### src/rtl/hazard_ctrl_if.sv
// hazard_ctrl_if: groups the pipeline status inputs and stage-control
// outputs of the hazard controller. The master modport belongs to the pipeline
// (it drives status and receives controls). The slave modport belongs to
// hazard_ctrl.
interface hazard_ctrl_if;
    // Pipeline status seen by the hazard controller
    logic       ihit;
    logic       dmem_req;
    logic       dhit;
    logic [4:0] ifid_rs;
    logic [4:0] ifid_rt;
    logic       ifid_uses_rt;
    logic       idex_DRen_o;
    logic [4:0] idex_rt_o;
    logic       ex_redirect;
    logic       idex_halt_o;
    // Stage controls produced by the hazard controller
    logic       pc_enable;
    logic       ifid_enable;
    logic       idex_enable;
    logic       ifid_flush;
    logic       idex_flush;
    logic       halted;

    modport master (
        output ihit, dmem_req, dhit, ifid_rs, ifid_rt, ifid_uses_rt,
               idex_DRen_o, idex_rt_o, ex_redirect, idex_halt_o,
        input  pc_enable, ifid_enable, idex_enable, ifid_flush, idex_flush, halted
    );

    modport slave (
        input  ihit, dmem_req, dhit, ifid_rs, ifid_rt, ifid_uses_rt,
               idex_DRen_o, idex_rt_o, ex_redirect, idex_halt_o,
        output pc_enable, ifid_enable, idex_enable, ifid_flush, idex_flush, halted
    );
endinterface

### src/rtl/hazard_ctrl.sv
// hazard_ctrl: pipeline hazard controller. It handles halt, data-memory
// freeze, control-flow flush and load-use stall.
// The three-state FSM (RUN, LDSTALL, HALT) is exposed on o_state for debug.
// All stage controls are combinational from the state and the inputs.
// Optional feature macro HAZARD_STATS_EN adds the saturating 32-bit counters
// o_stall_cnt (load-use bubbles) and o_flush_cnt (redirect flushes).
// Handshake note: there is no valid/ready pairing here. The pipeline presents
// its status every cycle. The enables and flushes are level signals, and the
// latches sample them on the same rising edge.
module hazard_ctrl (
    input  logic                 i_clk,
    input  logic                 i_rst,
    hazard_ctrl_if.slave         io_hz,
`ifdef HAZARD_STATS_EN
    output logic [31:0]          o_stall_cnt,
    output logic [31:0]          o_flush_cnt,
`endif
    output logic [1:0]           o_state
);

    typedef enum logic [1:0] {
        ST_RUN     = 2'd0,
        ST_LDSTALL = 2'd1,
        ST_HALT    = 2'd2
    } state_t;

    state_t r_state;
    state_t w_next;
    logic   w_freeze;
    logic   w_load_use;

    assign w_freeze   = io_hz.dmem_req & ~io_hz.dhit;
    // Register 0 is hard-wired zero, so a load into it never creates a hazard
    assign w_load_use = io_hz.idex_DRen_o && (io_hz.idex_rt_o != 5'd0) &&
                        ((io_hz.idex_rt_o == io_hz.ifid_rs) ||
                         (io_hz.ifid_uses_rt && (io_hz.idex_rt_o == io_hz.ifid_rt)));
    assign o_state    = r_state;

    // State register; reset forces RUN asynchronously
    always_ff @(posedge i_clk or posedge i_rst) begin
        if (i_rst) r_state <= ST_RUN;
        else       r_state <= w_next;
    end

    // Next state and stage controls, highest priority first
    always_comb begin
        w_next            = r_state;
        io_hz.pc_enable   = 1'b0;
        io_hz.ifid_enable = 1'b0;
        io_hz.idex_enable = 1'b0;
        io_hz.ifid_flush  = 1'b0;
        io_hz.idex_flush  = 1'b0;
        io_hz.halted      = 1'b0;
        if (i_rst) begin
            w_next = ST_RUN;
        end else if (r_state == ST_HALT) begin
            io_hz.halted = 1'b1;
        end else if (w_freeze) begin
            w_next = r_state;
        end else begin
            if (io_hz.ex_redirect) begin
                // Wrong-path fetch/decode discarded; any load-use match is moot
                io_hz.pc_enable   = 1'b1;
                io_hz.ifid_flush  = 1'b1;
                io_hz.idex_flush  = 1'b1;
                io_hz.idex_enable = 1'b1;
                w_next            = ST_RUN;
            end else if ((r_state == ST_RUN) && w_load_use && io_hz.ihit) begin
                // Hold PC and IF/ID, insert a bubble behind the load
                io_hz.idex_enable = 1'b1;
                io_hz.idex_flush  = 1'b1;
                w_next            = ST_LDSTALL;
            end else begin
                // Normal advance; a missing fetch becomes a bubble in ID/EX
                io_hz.pc_enable   = io_hz.ihit;
                io_hz.ifid_enable = io_hz.ihit;
                io_hz.idex_enable = 1'b1;
                io_hz.idex_flush  = ~io_hz.ihit;
                w_next            = ST_RUN;
            end
            if ((r_state == ST_RUN) && io_hz.idex_halt_o) w_next = ST_HALT;
        end
    end

`ifdef HAZARD_STATS_EN
    logic w_stall_ev;
    logic w_flush_ev;

    // A bubble with ihit=1 and no IF/ID flush occurs only on a load-use stall.
    // An IF/ID flush occurs only on a redirect. Freeze and HALT drive both to 0.
    assign w_stall_ev = io_hz.idex_flush & ~io_hz.ifid_flush & io_hz.ihit;
    assign w_flush_ev = io_hz.ifid_flush;

    // Saturating event counters
    always_ff @(posedge i_clk or posedge i_rst) begin
        if (i_rst) begin
            o_stall_cnt <= 32'd0;
            o_flush_cnt <= 32'd0;
        end else begin
            if (w_stall_ev && (o_stall_cnt != 32'hFFFF_FFFF)) o_stall_cnt <= o_stall_cnt + 32'd1;
            if (w_flush_ev && (o_flush_cnt != 32'hFFFF_FFFF)) o_flush_cnt <= o_flush_cnt + 32'd1;
        end
    end
`endif

endmodule

### src/flat_wrapper.sv
// flat-port wrapper written by rule: the top's interface ports become plain ports
module hazard_ctrl_flat 
  (i_clk, i_rst, o_state, io_hz_ihit, io_hz_dmem_req, io_hz_dhit, io_hz_ifid_rs, io_hz_ifid_rt, io_hz_ifid_uses_rt, io_hz_idex_DRen_o, io_hz_idex_rt_o, io_hz_ex_redirect, io_hz_idex_halt_o, io_hz_pc_enable, io_hz_ifid_enable, io_hz_idex_enable, io_hz_ifid_flush, io_hz_idex_flush, io_hz_halted);
  hazard_ctrl_if io_hz_i ();
  input  logic i_clk;
  input  logic i_rst;
  output logic [1:0] o_state;
  input wire logic [$bits(io_hz_i.ihit)-1:0] io_hz_ihit;
  input wire logic [$bits(io_hz_i.dmem_req)-1:0] io_hz_dmem_req;
  input wire logic [$bits(io_hz_i.dhit)-1:0] io_hz_dhit;
  input wire logic [$bits(io_hz_i.ifid_rs)-1:0] io_hz_ifid_rs;
  input wire logic [$bits(io_hz_i.ifid_rt)-1:0] io_hz_ifid_rt;
  input wire logic [$bits(io_hz_i.ifid_uses_rt)-1:0] io_hz_ifid_uses_rt;
  input wire logic [$bits(io_hz_i.idex_DRen_o)-1:0] io_hz_idex_DRen_o;
  input wire logic [$bits(io_hz_i.idex_rt_o)-1:0] io_hz_idex_rt_o;
  input wire logic [$bits(io_hz_i.ex_redirect)-1:0] io_hz_ex_redirect;
  input wire logic [$bits(io_hz_i.idex_halt_o)-1:0] io_hz_idex_halt_o;
  output wire logic [$bits(io_hz_i.pc_enable)-1:0] io_hz_pc_enable;
  output wire logic [$bits(io_hz_i.ifid_enable)-1:0] io_hz_ifid_enable;
  output wire logic [$bits(io_hz_i.idex_enable)-1:0] io_hz_idex_enable;
  output wire logic [$bits(io_hz_i.ifid_flush)-1:0] io_hz_ifid_flush;
  output wire logic [$bits(io_hz_i.idex_flush)-1:0] io_hz_idex_flush;
  output wire logic [$bits(io_hz_i.halted)-1:0] io_hz_halted;
  assign io_hz_i.ihit = io_hz_ihit;
  assign io_hz_i.dmem_req = io_hz_dmem_req;
  assign io_hz_i.dhit = io_hz_dhit;
  assign io_hz_i.ifid_rs = io_hz_ifid_rs;
  assign io_hz_i.ifid_rt = io_hz_ifid_rt;
  assign io_hz_i.ifid_uses_rt = io_hz_ifid_uses_rt;
  assign io_hz_i.idex_DRen_o = io_hz_idex_DRen_o;
  assign io_hz_i.idex_rt_o = io_hz_idex_rt_o;
  assign io_hz_i.ex_redirect = io_hz_ex_redirect;
  assign io_hz_i.idex_halt_o = io_hz_idex_halt_o;
  assign io_hz_pc_enable = io_hz_i.pc_enable;
  assign io_hz_ifid_enable = io_hz_i.ifid_enable;
  assign io_hz_idex_enable = io_hz_i.idex_enable;
  assign io_hz_ifid_flush = io_hz_i.ifid_flush;
  assign io_hz_idex_flush = io_hz_i.idex_flush;
  assign io_hz_halted = io_hz_i.halted;
  hazard_ctrl u_core (.i_clk(i_clk), .i_rst(i_rst), .io_hz(io_hz_i), .o_state(o_state));
endmodule
### config.mk
export PLATFORM = sky130hd
export DESIGN_NAME = hazard_ctrl_flat
export DESIGN_NICKNAME = d
export VERILOG_FILES = /design/src/rtl/hazard_ctrl_if.sv /design/src/rtl/hazard_ctrl.sv /design/src/flat_wrapper.sv
export SDC_FILE = /design/constraint.sdc
export NUM_CORES = 1
export LEC_CHECK = 0
export CORE_AREA = 10 10 47 49
export CTS_CLUSTER_DIAMETER = 120
export DETAILED_ROUTE_END_ITERATION = 7
export DIE_AREA = 0 0 57 59
export GPL_TIMING_DRIVEN = 0
export PLACE_DENSITY = 0.66
export SYNTH_ARGS = -nofsm -noshare
export SYNTH_HDL_FRONTEND = slang
export SYNTH_SLANG_ARGS = --single-unit
### constraint.sdc
create_clock -name i_clk -period 1.75 [get_ports i_clk]
set_input_delay 0.175 -clock i_clk [delete_from_list [all_inputs] [get_ports i_clk]]
set_output_delay 0.175 -clock i_clk [all_outputs]
set_load 0.02 [all_outputs]
== After elaboration in Yosys (flattened, before gate mapping) ==
Cells that the tools add are included.

* Register bits: 2
* Bits in read-only memories: 0
* Logic and storage cells: 48
* Latch bits: 0
* Bits in writable memories: 0
* Output and inout port bits: 8
* Memories: 0

* Order comparisons: 0
* Add/sub/neg operators: 0
* Multipliers: 0
* Reduce and logical (&&, ||, !) cells: 10
* Equal/unequal tests: 5
* Div/mod/pow operators: 0
* Shift-type cells: 0
* Mux-type cells: 29
* Bitwise logic cells: 3

{| class="wikitable"
|+ Operators by type and width
! cell !! number
|-
| $mux W1 || 24
|-
| $eq A5 B5 Y1 || 2
|-
| $mux W2 || 5
|-
| $logic_and A1 B1 Y1 || 6
|-
| $reduce_bool A5 Y1 || 1
|-
| $ne A2 B2 Y1 const B || 2
|-
| $eq A2 B2 Y1 const B || 1
|-
| $logic_not A2 Y1 || 1
|-
| $not A1 Y1 || 2
|-
| $reduce_and A2 Y1 || 1
|-
| $and A1 B1 Y1 || 1
|-
| $logic_or A1 B1 Y1 || 1
|}

== Longest topological paths before layout ==
* Word-level depth: 12
* Depth in mapped cells: 4
* Mapped depth without buffers: 4

== Worst setup path before layout ==
No wires, ideal clock.

* Path type: reg-to-output
* Start: reg u_core.r_state[1] (netlist: u_core.o_state[1])
* End: out io_hz_idex_flush
* Setup slack: -75 ps
* Arrival time: 1650 ps
* Data required time: 1575 ps
* Cell stages (with the launch flop): 5
* Path buffers: 0
* Cells stage by stage: dfrtp_1 > nor2b_1 > nor3_2 > nand2_1 > o21ai_0

* Cells in the longest elaborated chain, start to end: 8

{| class="wikitable"
|+ RTL lines
! element !! line !! source
|-
| start: declaration || hazard_ctrl.sv:27 || <nowiki>state_t r_state;</nowiki>
|-
| start signal: assignment || hazard_ctrl.sv:42 || <nowiki>else r_state <= w_next;</nowiki>
|-
| $logic_not A2 Y1 || hazard_ctrl.sv:68 || <nowiki>end else if ((r_state == ST_RUN) && w_load_use && io_hz.ihit) begin</nowiki>
|-
| $logic_and A1 B1 Y1 (2 in series) || hazard_ctrl.sv:68 ||
|-
| $mux W1 || hazard_ctrl.sv:68 ||
|-
| $mux W1 || hazard_ctrl.sv:61 || <nowiki>if (io_hz.ex_redirect) begin</nowiki>
|-
| $mux W1 || hazard_ctrl.sv:58 || <nowiki>end else if (w_freeze) begin</nowiki>
|-
| $mux W1 * || hazard_ctrl.sv:56 || <nowiki>end else if (r_state == ST_HALT) begin</nowiki>
|-
| $mux W1 * || hazard_ctrl.sv:54 || <nowiki>if (i_rst) begin</nowiki>
|-
| end: declaration || flat_wrapper.sv:22 || <nowiki>output wire logic [$bits(io_hz_i.idex_flush)-1:0] io_hz_idex_flush;</nowiki>
|}

Every way passes the cells marked *; elsewhere a longest branch is shown, timed or not.

== Worst setup path in the final report ==
* Start: in io_hz_idex_rt_o[1]
* End: out io_hz_pc_enable

* Cells in the longest elaborated chain, start to end: 11

{| class="wikitable"
|+ RTL lines
! element !! line !! source
|-
| start: declaration || flat_wrapper.sv:15 || <nowiki>input wire logic [$bits(io_hz_i.idex_rt_o)-1:0] io_hz_idex_rt_o;</nowiki>
|-
| $eq A5 B5 Y1 || hazard_ctrl.sv:36 || <nowiki>(io_hz.ifid_uses_rt && (io_hz.idex_rt_o == io_hz.ifid_rt)));</nowiki>
|-
| $logic_and A1 B1 Y1 || hazard_ctrl.sv:36 ||
|-
| $logic_or A1 B1 Y1 || hazard_ctrl.sv:35 || <nowiki>((io_hz.idex_rt_o == io_hz.ifid_rs) ||</nowiki>
|-
| $logic_and A1 B1 Y1 * || hazard_ctrl.sv:34 || <nowiki>assign w_load_use = io_hz.idex_DRen_o && (io_hz.idex_rt_o != 5'd0) &&</nowiki>
|-
| $logic_and A1 B1 Y1 * (2 in series) || hazard_ctrl.sv:68 ||
|-
| $mux W1 * || hazard_ctrl.sv:68 ||
|-
| $mux W1 * || hazard_ctrl.sv:61 ||
|-
| $mux W1 * || hazard_ctrl.sv:58 ||
|-
| $mux W1 * || hazard_ctrl.sv:56 ||
|-
| $mux W1 * || hazard_ctrl.sv:54 ||
|-
| end: declaration || flat_wrapper.sv:18 || <nowiki>output wire logic [$bits(io_hz_i.pc_enable)-1:0] io_hz_pc_enable;</nowiki>
|}

Marks and branches as above.

==> run metrics <==
path depth of the worst reg2reg path=4; via count of the first global-routing pass=493; Worst Path Max Fanout=4; slowest stage cell, crit path=sky130_fd_sc_hd__or4_4; Slew Limit Headroom=79.4%; transition time of the tightest slew-check pin=0.308 ns; sequential-to-total area share from yosys stat=15.8%; Area contributors post-synth=sky130_fd_sc_hd__xnor2_1, sky130_fd_sc_hd__dfrtp_1, sky130_fd_sc_hd__nor2b_1; TritonCTS clock tree=done; number of buffers added on ports=31; final number of setup-violating endpoints=0; area post-placement=653 um2; Slew Viols, Final=0; number of flip-flops under the largest register name=2; post-synth net total=67; area of the core=0.00140 mm2; detailed placement HPWL=1080 um; initial core utilization=22.6%; mean area per synthesized cell=7.36 um2; outcome=finished, final reports clean; Stages on worst setup path=6; area leader, netlist=sky130_fd_sc_hd__xnor2_1; most common cell after layout, fill and taps aside=sky130_fd_sc_hd__clkdlybuf4s50_1; critical path class=in -> out; critical path cell sequence=dlygate4sd2_1, or4_4, o211a_4, nor2b_1, a21oi_1, buf_4; Critical Path AT=1.54 ns; Die Width=57 um; Critical R2R Capture=u_core.o_state[0]$_DFFE_PP0P_; diode count=0; PwrDens=450 mW/mm2; total via count after detailed routing=417; Worst VDD drop=0.000178 V; final wirelength=1210 um; stage delay of the slowest cell on the critical path=0.43 ns; kind of start point of the critical path=input pin; aggregate global-route resource usage=7.19%; grt total ovfl=0; WHS=0.243 ns; endpoints failing hold=0; worst clock skew=0.00360 ns; Post-Syn Instances=43; max frequency=584 MHz; pin count of the biggest net entering global routing=8; Static Leakage=0.277 nW; area share of the leading cell type in the synthesized netlist=27.7%; class of the tightest hold or removal check=in -> async; initial DRC count=1; Skew-Pair Late Insertion Delay=0.22 ns; count of state elements after synthesis=2; initial antenna violation count=0; number of distinct library cells after synthesis=18; worst setup path startpoint=io_hz_idex_rt_o[1]; height of the die=59 um; sort of element at the end of the critical path=output pin; first-pass detailed-route iteration total=2; die outline area=0.00336 mm2; filler instances=160; Max-Cap Viols=0; CTS Hold Bufs=0; post-synthesis instance area=317 um2; end point of the critical path=io_hz_pc_enable; clk slew on worst S/H paths=0.03 ns; final weighted congestion in routability-driven placement=0.683; buffer levels on the longest clock path=2; Final #Nets=103; final period demand of the worst path=1.71 ns; global-route wire length before repair=2020 um; total number of yosys warnings=0; dominant delay contributor by cell family on the critical path=simple AND/OR/NAND/NOR gates; H-tree levels=1; share of cells above drive strength 1=18.2%; data required time of the critical path=1.57 ns; RSZ-0062 raised after global routing=true; synth-to-layout area growth=112%; top-level I/O count=32; vias per std cell=4.48; Worst R2R Setup Slack=0.55 ns; finished layout cell area=671 um2; post-detailed-route wirelength per cell=13.0 um; cell at the root of the clock tree=sky130_fd_sc_hd__clkbuf_4; residual antenna-violating net count after detailed routing=0; Crit Reg-Reg Startpoint=u_core.o_state[1]$_DFFE_PP0P_; standard-cell rows=14; leading cell types in the layout, fill and taps excluded=sky130_fd_sc_hd__clkdlybuf4s50_1, sky130_fd_sc_hd__xnor2_1, sky130_fd_sc_hd__nand2_1; DR DRC count=0; Bufs and invs on worst path=2; buffer count from post-CTS setup fixing=0; total CTS buffers=3; post-route fraction of the period consumed by the critical path=97.8%; # clock sinks=2
logic make-up after synthesis:
family	after synthesis	share of synthesized area, %
compound gates	10	19.8
buf+inv	1	1.18
xor+xnor	10	27.7
simple gates	20	35.6
flops	2	15.8
metrics by stage:
step / utilization [%] / setup slack (ns) / setup TNS, ns / power, W / std cells
floorplan: - / 0.111 / 0 / 0.000116 / 43
global placement: 46.6 / -0.777 / -2.35 / 0.000203 / 90
detailed placement: 46.6 / -0.781 / -2.44 / 0.000205 / 90
CTS: 46.8 / 0.00167 / 0 / 0.000306 / 93
global route: 47.9 / -0.0247 / -0.0472 / 0.000326 / 93
finish: 47.9 / 0.0381 / 0 / 0.000302 / 93
area by class of cell:
cell class                      instances  area [um2]  share of cell area, %
Timing Repair Buffer                   31         292                   43.5
Inverter                                1        3.75                  0.560
Tap cell                               16        20.0                   2.99
Multi-Input combinational cell         40         283                   42.2
Sequential cell                         2        50.0                   7.46
Clock buffer                            3        22.5                   3.36
cell usage after synthesis, drive strengths merged:
| cell type | count |
|---|---|
| nand3 | 2 |
| xnor2 | 10 |
| nor2 | 1 |
| o22ai | 1 |
| dfrtp | 2 |
| nor3 | 1 |
| nand2 | 5 |
| and2 | 2 |
| inv | 1 |
| a211oi | 1 |
| o21ai | 3 |
| or4 | 1 |
| a21oi | 3 |
| nor2b | 4 |
| nand2b | 2 |
| o22a | 1 |
| nand4 | 2 |
| o211a | 1 |
per-layer routing:
metal,up-vias,wire length (um),global-route usage [%]
met4,0,0,5.03
met5,-,0,0
met1,175,429,6.32
met2,22,584,11.8
li1,220,-,-
met3,0,192,4.72
worst min path at each step:
stage,cells past startpoint,slack [ns],end
final,2,0.24,u_core.o_state[0]$_DFFE_PP0P_
after floorplan,1,-0.07,u_core.o_state[0]$_DFFE_PP0P_
after CTS,2,0.24,u_core.o_state[0]$_DFFE_PP0P_
after global placement,2,0.48,u_core.o_state[0]$_DFFE_PP0P_
after detailed placement,2,0.48,u_core.o_state[0]$_DFFE_PP0P_
after global routing,2,0.25,u_core.o_state[1]$_DFFE_PP0P_
where the power goes:
| part | total [W] | internal (W) | switching (W) |
|---|---|---|---|
| logic | 0.000149 | 0.0000872 | 0.0000621 |
| clock network | 0.000102 | 0.0000757 | 0.0000266 |
| registers | 0.0000499 | 0.0000484 | 0.00000155 |
| total | 0.000302 | 0.000211 | 0.0000903 |
what timing repair did:
item,CTS,global route
resized for setup,29,8
pin swaps,4,2
setup endpoints to repair,6,4
cloned,0,0
Note: power is estimated with default switching activity, not from simulation.
